### config.mk
export PLATFORM = sky130hd
export DESIGN_NAME = pipe_hazard_ctrl
export DESIGN_NICKNAME = d
export VERILOG_FILES = /design/src/rtl/pipe_hazard_ctrl.sv
export SDC_FILE = /design/constraint.sdc
export NUM_CORES = 1
export LEC_CHECK = 0
export ABC_AREA = 1
export ABC_CLOCK_PERIOD_IN_PS = 1560
export BUFFER_PORTS_ARGS = -buffer_cell sky130_fd_sc_hd__buf_2
export CAP_MARGIN = 5
export CORE_MARGIN = 5
export CORE_UTILIZATION = 45
export CTS_CLUSTER_DIAMETER = 50
export DETAILED_ROUTE_END_ITERATION = 10
export GPL_TIMING_DRIVEN = 0
export PLACE_DENSITY = 0.7
export SLEW_MARGIN = 0
export SYNTH_ARGS = -nofsm -noshare
export SYNTH_HDL_FRONTEND = slang
export SYNTH_SLANG_ARGS = --single-unit
### constraint.sdc
create_clock -name clk -period 1.56 [get_ports clk]
set_input_delay 0.234 -clock clk [delete_from_list [all_inputs] [get_ports clk]]
set_output_delay 0.234 -clock clk [all_outputs]
set_load 0.01 [all_outputs]
### src/rtl/pipe_hazard_ctrl.sv
// -----------------------------------------------------------------------------
// pipe_hazard_ctrl
//   Hazard and sequencing controller for a 5-stage pipeline. Produces the
//   stall/flush controls for the IF, IF/ID and ID/EX stages:
//     - load-use stalls against the load in EX,
//     - squash of IF/ID on a taken branch/jump in ID,
//     - interlocks against the multi-cycle MULT/DIV unit in EX.
//   The MULT/DIV unit is tracked by a small down-counter FSM
//   (IDLE -> BUSY -> DONE -> IDLE). A saturating counter records how many
//   cycles the decode stage was held, for performance checks.
//
// Ports
//   clk, rst_n     clock, synchronous active-low reset
//   RsD, RtD       source register fields of the instruction in ID
//   RtE            destination of the (possible) load in EX
//   MemtoRegE      instruction in EX is a load
//   BranchTakenD   branch/jump in ID resolved taken
//   MulDivStartD   instruction in ID is MULT/MULTU/DIV/DIVU
//   MulDivOpD      0 = multiply, 1 = divide (valid with MulDivStartD)
//   MfHiLoD        instruction in ID reads HI/LO
//   StallF         hold PC
//   StallD         hold IF/ID register
//   FlushD         clear IF/ID register
//   FlushE         insert a bubble into ID/EX
//   MulDivBusy     MULT/DIV unit occupied (state not IDLE)
//   MulDivOpE      operation latched when the unit was started
//   MulDivDone     one-cycle pulse, HI/LO written this cycle
//   StallCount     saturating count of cycles with StallD=1
// -----------------------------------------------------------------------------
module pipe_hazard_ctrl #(
    parameter int MULT_CYCLES = 4,
    parameter int DIV_CYCLES  = 32,
    parameter int CNT_W       = 6,
    parameter int STALL_CNT_W = 16
) (
    input  logic                   clk,
    input  logic                   rst_n,
    input  logic [4:0]             RsD,
    input  logic [4:0]             RtD,
    input  logic [4:0]             RtE,
    input  logic                   MemtoRegE,
    input  logic                   BranchTakenD,
    input  logic                   MulDivStartD,
    input  logic                   MulDivOpD,
    input  logic                   MfHiLoD,
    output logic                   StallF,
    output logic                   StallD,
    output logic                   FlushD,
    output logic                   FlushE,
    output logic                   MulDivBusy,
    output logic                   MulDivOpE,
    output logic                   MulDivDone,
    output logic [STALL_CNT_W-1:0] StallCount
);

    typedef enum logic [1:0] {
        ST_IDLE = 2'd0,
        ST_BUSY = 2'd1,
        ST_DONE = 2'd2
    } md_state_t;

    // Counter reload values: the counter runs N-1 .. 0, giving N BUSY cycles.
    localparam logic [CNT_W-1:0] MULT_LOAD = CNT_W'(MULT_CYCLES - 1);
    localparam logic [CNT_W-1:0] DIV_LOAD  = CNT_W'(DIV_CYCLES - 1);
    localparam logic [CNT_W-1:0] CNT_ZERO  = {CNT_W{1'b0}};
    localparam logic [CNT_W-1:0] CNT_ONE   = {{(CNT_W-1){1'b0}}, 1'b1};
    localparam logic [STALL_CNT_W-1:0] SC_ZERO = {STALL_CNT_W{1'b0}};
    localparam logic [STALL_CNT_W-1:0] SC_ONE  = {{(STALL_CNT_W-1){1'b0}}, 1'b1};
    localparam logic [STALL_CNT_W-1:0] SC_MAX  = {STALL_CNT_W{1'b1}};

    md_state_t              state_q, state_d;
    logic [CNT_W-1:0]       cnt_q, cnt_d;
    logic                   op_q, op_d;
    logic                   busy_q, busy_d;
    logic                   done_q, done_d;
    logic [STALL_CNT_W-1:0] stall_cnt_q, stall_cnt_d;

    logic lu_s;
    logic md_s;
    logic stall_s;

    // Hazard detection: load-use against EX, and HI/LO or unit reuse while occupied.
    always_comb begin
        lu_s    = 1'b0;
        md_s    = 1'b0;
        stall_s = 1'b0;
        if (MemtoRegE && (RtE != 5'd0) && ((RtE == RsD) || (RtE == RtD))) begin
            lu_s = 1'b1;
        end else begin
            lu_s = 1'b0;
        end
        if ((state_q != ST_IDLE) && (MfHiLoD || MulDivStartD)) begin
            md_s = 1'b1;
        end else begin
            md_s = 1'b0;
        end
        stall_s = lu_s | md_s;
    end

    // Pipeline controls; a stall overrides the branch squash so the branch
    // is re-evaluated once the hazard clears.
    always_comb begin
        StallF = stall_s;
        StallD = stall_s;
        FlushE = stall_s;
        FlushD = BranchTakenD & ~stall_s;
    end

    // MULT/DIV sequencing: next state, counter, latched op, decoded status.
    always_comb begin
        state_d = state_q;
        cnt_d   = cnt_q;
        op_d    = op_q;
        case (state_q)
            ST_IDLE: begin
                // A start that collides with any stall is not accepted here;
                // ID holds it and it is presented again next cycle.
                if (MulDivStartD && !stall_s) begin
                    state_d = ST_BUSY;
                    cnt_d   = MulDivOpD ? DIV_LOAD : MULT_LOAD;
                    op_d    = MulDivOpD;
                end else begin
                    state_d = ST_IDLE;
                end
            end
            ST_BUSY: begin
                if (cnt_q == CNT_ZERO) begin
                    state_d = ST_DONE;
                end else begin
                    cnt_d = cnt_q - CNT_ONE;
                end
            end
            ST_DONE: begin
                state_d = ST_IDLE;
            end
            default: begin
                state_d = ST_IDLE;
                cnt_d   = CNT_ZERO;
            end
        endcase
        // Status flags are registered copies of the next state so they carry
        // no combinational path from the inputs.
        busy_d = (state_d != ST_IDLE);
        done_d = (state_d == ST_DONE);
    end

    // Saturating stall-cycle counter.
    always_comb begin
        if (stall_s && (stall_cnt_q != SC_MAX)) begin
            stall_cnt_d = stall_cnt_q + SC_ONE;
        end else begin
            stall_cnt_d = stall_cnt_q;
        end
    end

    // State and counter registers with synchronous active-low reset.
    always_ff @(posedge clk) begin
        if (!rst_n) begin
            state_q     <= ST_IDLE;
            cnt_q       <= CNT_ZERO;
            op_q        <= 1'b0;
            busy_q      <= 1'b0;
            done_q      <= 1'b0;
            stall_cnt_q <= SC_ZERO;
        end else begin
            state_q     <= state_d;
            cnt_q       <= cnt_d;
            op_q        <= op_d;
            busy_q      <= busy_d;
            done_q      <= done_d;
            stall_cnt_q <= stall_cnt_d;
        end
    end

    assign MulDivBusy = busy_q;
    assign MulDivDone = done_q;
    assign MulDivOpE  = op_q;
    assign StallCount = stall_cnt_q;

endmodule

# --- Word-level counts from Yosys, hierarchy flattened ---
# Cells that the tools add are included.
totals:
  ff_bits: 27
  latchBits: 0
  mem_bits_rw: 0
  rom_bits: 0
  input_bits: 22
  out_inout_bits: 23
  word_cells: 44
  mem_count: 0
op_classes:
  add_sub_neg: 2
  n_mul: 0
  n_div: 0
  n_lt_le_gt_ge: 0
  n_eq_ne: 8
  shift: 0
  n_mux: 9
  bitwise_logic: 4
  reduce_logical: 15
op_table:
  columns: ["cell", "count"]
  rows:
  - ["$pmux 6 s3", 1]
  - ["$add 16x1->16 const B", 1]
  - ["$ne 16x16->1 const B", 1]
  - ["$mux 6", 2]
  - ["$eq 5x5->1", 2]
  - ["$logic_not 6->1", 1]
  - ["$sub 6x1->6 const B", 1]
  - ["$logic_and 1x1->1", 5]
  - ["$mux 5", 1]
  - ["$reduce_bool 5->1", 1]
  - ["$eq 2x2->1 const B", 2]
  - ["$ne 2x2->1 const B", 2]
  - ["$pmux 2 s2", 1]
  - ["$reduce_bool 2->1", 2]
  - ["$mux 1", 3]
  - ["$reduce_and 3->1", 1]
  - ["$eq 2x1->1 const B", 1]
  - ["$logic_not 2->1", 1]
  - ["$logic_or 1x1->1", 2]
  - ["$mux 2", 1]
  - ["$not 1->1", 2]
  - ["$reduce_and 2->1", 1]
  - ["$and 1x1->1", 1]
  - ["$logic_not 1->1", 1]
  - ["$or 1x1->1", 1]

# --- Longest topological paths before layout ---
depth:
  ltp_word: 10
  depth_mapped: 12
  mapped_depth_nobuf: 12

# --- Worst setup path after synthesis ---
# Ideal clock, no wire load.
synth_path:
  path_kind: "register to register"
  from: "register stall_cnt_q[0] (netlist: StallCount[0])"
  to: "register stall_cnt_q[0] (netlist: StallCount[0])"
  t_arrival_ps: 1487
  required_time_ps: 1445
  slack_ps: -42
  stages_incl_launch_ff: 8
  path_buffers: 1
  period_less_slack_ps: 1602
  cell_sequence: "dfxtp_1 -> ha_1 -> nand3_2 -> nor2_4 -> nand4_4 -> buf_2 -> a21oi_1 -> nor2_1"
synth_between:
  elab_chain_len: 2
  word_cells_on_any_way: 3
  classes_between: "1 x add/sub; 1 x eq/ne; 1 x reduce/logical"
synth_lines:
  columns: ["item", "line", "text"]
  rows:
  - ["from (decl)", "76", "logic [STALL_CNT_W-1:0] stall_cnt_q, stall_cnt_d;"]
  - ["from (signal assigned)", "171", "stall_cnt_q <= stall_cnt_d;"]
  - ["branches (longest 2 deep; another with $add 16x1->16)", null, null]
# Parallel ways; which one is timed is not known.
# A chain may end at the register's enable or synchronous reset.

# --- Worst setup path after layout ---
layout_path:
  from: "register state_q[1]"
  to: "output StallF"
layout_between:
  elab_chain_len: 4
layout_lines:
  columns: ["item", "line", "text"]
  rows:
  - ["from (decl)", "71", "md_state_t state_q, state_d;"]
  - ["from (signal assigned)", "166", "state_q <= state_d;"]
  - ["$reduce_bool 2->1", "92", "if ((state_q != ST_IDLE) && (MfHiLoD || MulDivStartD)) begin"]
  - ["$logic_and 1x1->1", "92", null]
  - ["$mux 1", "92", null]
  - ["$or 1x1->1", "97", "stall_s = lu_s | md_s;"]
  - ["to (decl)", "46", "output logic StallF,"]
# No other way between the ends.

==> qor.csv <==
stage,metric,value,unit
run_status,status,finished clean,
setup_path,largest fanout on the critical path,6,
floorplanning,Die ar.,5150,um^2
floorplanning,# IOs,45,
timing,Final setup viols,0,
power_and_ir_drop,sequential fraction of design power,40.8,%
timing,crit share post-route,99.0,%
setup_path,Worst Setup Start Kind,register,
floorplanning,number of cell rows,22,
logic_synthesis,syn avg cell area,6.48,um^2
floorplanning,Die H,71.8,um
setup_path,reg2reg start,cnt_q[0],
logic_synthesis,Mapped Cells,265,
drt,Residual DRC,0,
timing,worst slew pin tran,601,ps
timing,RSZ-0062 raised after global routing,true,
power_and_ir_drop,Comb pwr share,38.5,%
layout,Finished Layout Cells,380,
run,max cap viols,0,
clocking,CTS max path bufs,2,
logic_synthesis,number of flops mapped to enable cells by yosys,0,
power_and_ir_drop,Psw,0.677,mW
min_path,hold crit path type,in2reg,
logic_synthesis,"Distinct cells, synth",29,
timing,final hold vios,0,
global_route,first-pass GRT wire length,6.94,mm
drt,Routed WL,4.53,mm
drt,DR WL/cell,11.9,um
timing,Min Hold Slack,229,ps
layout,ant diodes,0,
logic_synthesis,"Net Count, Synth",289,
power_and_ir_drop,Leak Pwr,1.13,nW
logic_synthesis,Synth warnings,0,
setup_path,Setup CP Type,reg2out,
layout,final core utilization,65.0,%
drt,Iteration-0 DRC Markers,183,
drt,DRT Pass-1 Iters,4,
power_and_ir_drop,power per cell area,822,nW/um^2
placement,port bufs,44,
power_and_ir_drop,Sw Ratio,34.3,%
clocking,# H-tree levels,1,
layout,synthesis-to-finish area growth,39.6,%
layout,layout cell share with drive strength beyond 1,35.8,%
logic_synthesis,Async SR Flop Fraction,0,%
layout,Nets,357,
placement,HPWL after DPL,2.91,mm
clocking,hold buffer count at CTS,0,
power_and_ir_drop,VDD IR max,0.406,mV
floorplanning,initial core utilization,46.6,%
placement,placer congestion estimate,0.839,
global_route,Total GRT Usage,16.5,%
global_route,grt total ovfl,0,
power_and_ir_drop,Clk pwr share,20.7,%
setup_path,r2r endpoint,cnt_q[0],
power_and_ir_drop,internal power,1.30,mW
logic_synthesis,synthesized flop and latch total,27,
clocking,Sink Count,27,
clocking,TritonCTS Buffers,3,
floorplanning,Core Area,3690,um^2
floorplanning,die width,71.8,um
timing,Layout Skew,0.974,ps
timing,max-slew violation count,0,
setup_path,CP required,1330,ps
min_path,Hold Crit Start,rst_n,
global_route,largest net degree at the start of global routing,15,
logic_synthesis,register area share after synthesis,31.5,%
logic_synthesis,Post-Syn Area,1720,um^2
logic_synthesis,ys flop type,dfxtp_1,
global_route,vias in the first global route,1608,
drt,vias per std cell,4.96,
timing,Worst slew margin,59.9,%
clocking,clock root buffer,clkbuf_8,
clocking,Skew-Pair Late Insertion Delay,270,ps
setup_path,Reg2Reg Depth,9,
setup_path,slack of the worst reg-to-reg path,90,ps
drt,via count,1885,
setup_path,Critical Path AT,1310,ps
placement,DP Cell Count,357,
clocking,clock slew at reported path FFs,90,ps
min_path,Hold Crit Endpoint,StallCount[12],
min_path,Hold Path Cell Cnt,3,
setup_path,capturing element type of the critical path,primary output,
timing,FMAX,648,MHz
drt,Final ANT Viol Nets,0,
global_route,initial antenna violation count,0,
timing,final worst path period need,1540,ps
clocking,CTS tree,yes,
==> flip-flops by register name, indices dropped and copies added (netlist names) <==
signal      flops
MulDivBusy      1
MulDivDone      1
MulDivOpE       1
StallCount     16
cnt_q           6
state_q         2
==> critical path, stage by stage (launching register included) <==
cell,delay (ps)
dfxtp_4,370
nor2_4,110
inv_2,40
o21ai_2,50
nand2_2,90
buf_6,130
buf_4,130
buf_6,110
==> placed cells by master (no fill, tap or decap), types with 2 or more instances in the layout <==
cell type / n
nand3_2: 2
nor3_2: 2
a21oi_1: 23
nor3_1: 2
dfxtp_2: 7
nand2_2: 7
xnor2_1: 8
nand2_4: 2
dfxtp_4: 5
buf_6: 6
ha_4: 2
a21oi_2: 3
buf_2: 42
nor2_4: 4
nand4_1: 2
buf_4: 19
xor2_1: 7
nand2_1: 61
inv_1: 26
o21ai_0: 2
nand3_1: 30
clkbuf_1: 3
clkbuf_8: 3
nor2_1: 31
inv_2: 5
dfxtp_1: 15
==> cells in the mapped netlist, types with 2 or more instances <==
cell type | number | share of area, %
buf_4 | 4 | 1.7
nand3_1 | 32 | 9.3
inv_2 | 3 | 0.66
inv_1 | 29 | 6.3
xor2_1 | 7 | 3.6
ha_1 | 2 | 1.5
nand2_2 | 5 | 1.8
clkbuf_1 | 2 | 0.44
dfxtp_1 | 27 | 31
a21oi_1 | 25 | 7.3
nand2_1 | 65 | 14
nor2_1 | 33 | 7.2
xnor2_1 | 8 | 4.1
nand4_1 | 2 | 0.73
nor3_1 | 4 | 1.2
o21ai_0 | 4 | 1.2
==> metal layers <==
layer,share of wire (%),vias up,global-route usage [%]
met5,0,-,0
li1,-,976,-
met1,46,843,22.5
met2,46,58,26.7
met3,6.4,8,2.38
met4,1.6,0,5.43
==> kinds of logic after synthesis <==
kind of cell               count (synthesis)  synth area share, %
and+or+nand+nor                          149                 39.4
adders and majority gates                  2                 1.46
AOI/OAI and AO/OA                         32                 9.91
DFF                                       27                 31.5
buffers and inverters                     40                 10.1
xor gates and xnor gates                  15                 7.65
==> how the worst max path moves through the flow <==
| stage | startpoint | to | slack (ps) |
|---|---|---|---|
| finish | state_q[1] | StallF | 20 |
| CTS | state_q[0] | StallF | 4 |
| floorplan | StallCount[1] | StallCount[0] | 0.5 |
| global placement | StallCount[1] | StallCount[5] | -130 |
| detailed placement | cnt_q[0] | cnt_q[0] | -140 |
| global route | state_q[0] | cnt_q[4] | -40 |
==> stage by stage <==
stage	setup TNS [ps]	cell area [um^2]	setup WS (ps)	power, mW
2_1_floorplan	0	1720	0.522	1.15
3_3_place_gp	-1910	2000	-130	1.28
3_5_place_dp	-2230	2000	-142	1.29
4_1_cts	0	2190	3.62	1.79
5_1_grt	-166	2400	-40.6	2.09
6_report	0	2400	15.7	1.97
==> what timing repair did <==
item | in CTS | in global routing
cloned | 0 | 1
pin swaps | 5 | 19
setup endpoints to repair | 22 | 25
buffers inserted | 12 | 7
resized for setup | 15 | 40
==> power by group through the flow <==
stage / clock (mW) / combinational [mW] / sequential (mW)
2_1_floorplan: 0 / 0.350 / 0.799
3_3_place_gp: 0 / 0.484 / 0.801
3_5_place_dp: 0 / 0.490 / 0.802
4_1_cts: 0.414 / 0.590 / 0.789
5_1_grt: 0.441 / 0.833 / 0.813
6_report: 0.408 / 0.760 / 0.805
==> area by class of cell <==
| class | count | area (um^2) |
|---|---|---|
| Fill cell | 323 | 1290 |
| Timing Repair Buffer | 63 | 400 |
| Tap cell | 48 | 60.1 |
| Sequential cell | 27 | 568 |
| Inverter | 32 | 123 |
| Multi-Input combinational cell | 198 | 1130 |
| Buffer | 8 | 67.6 |
| Clock buffer | 4 | 45.0 |
(Power assumes the default switching activity.)
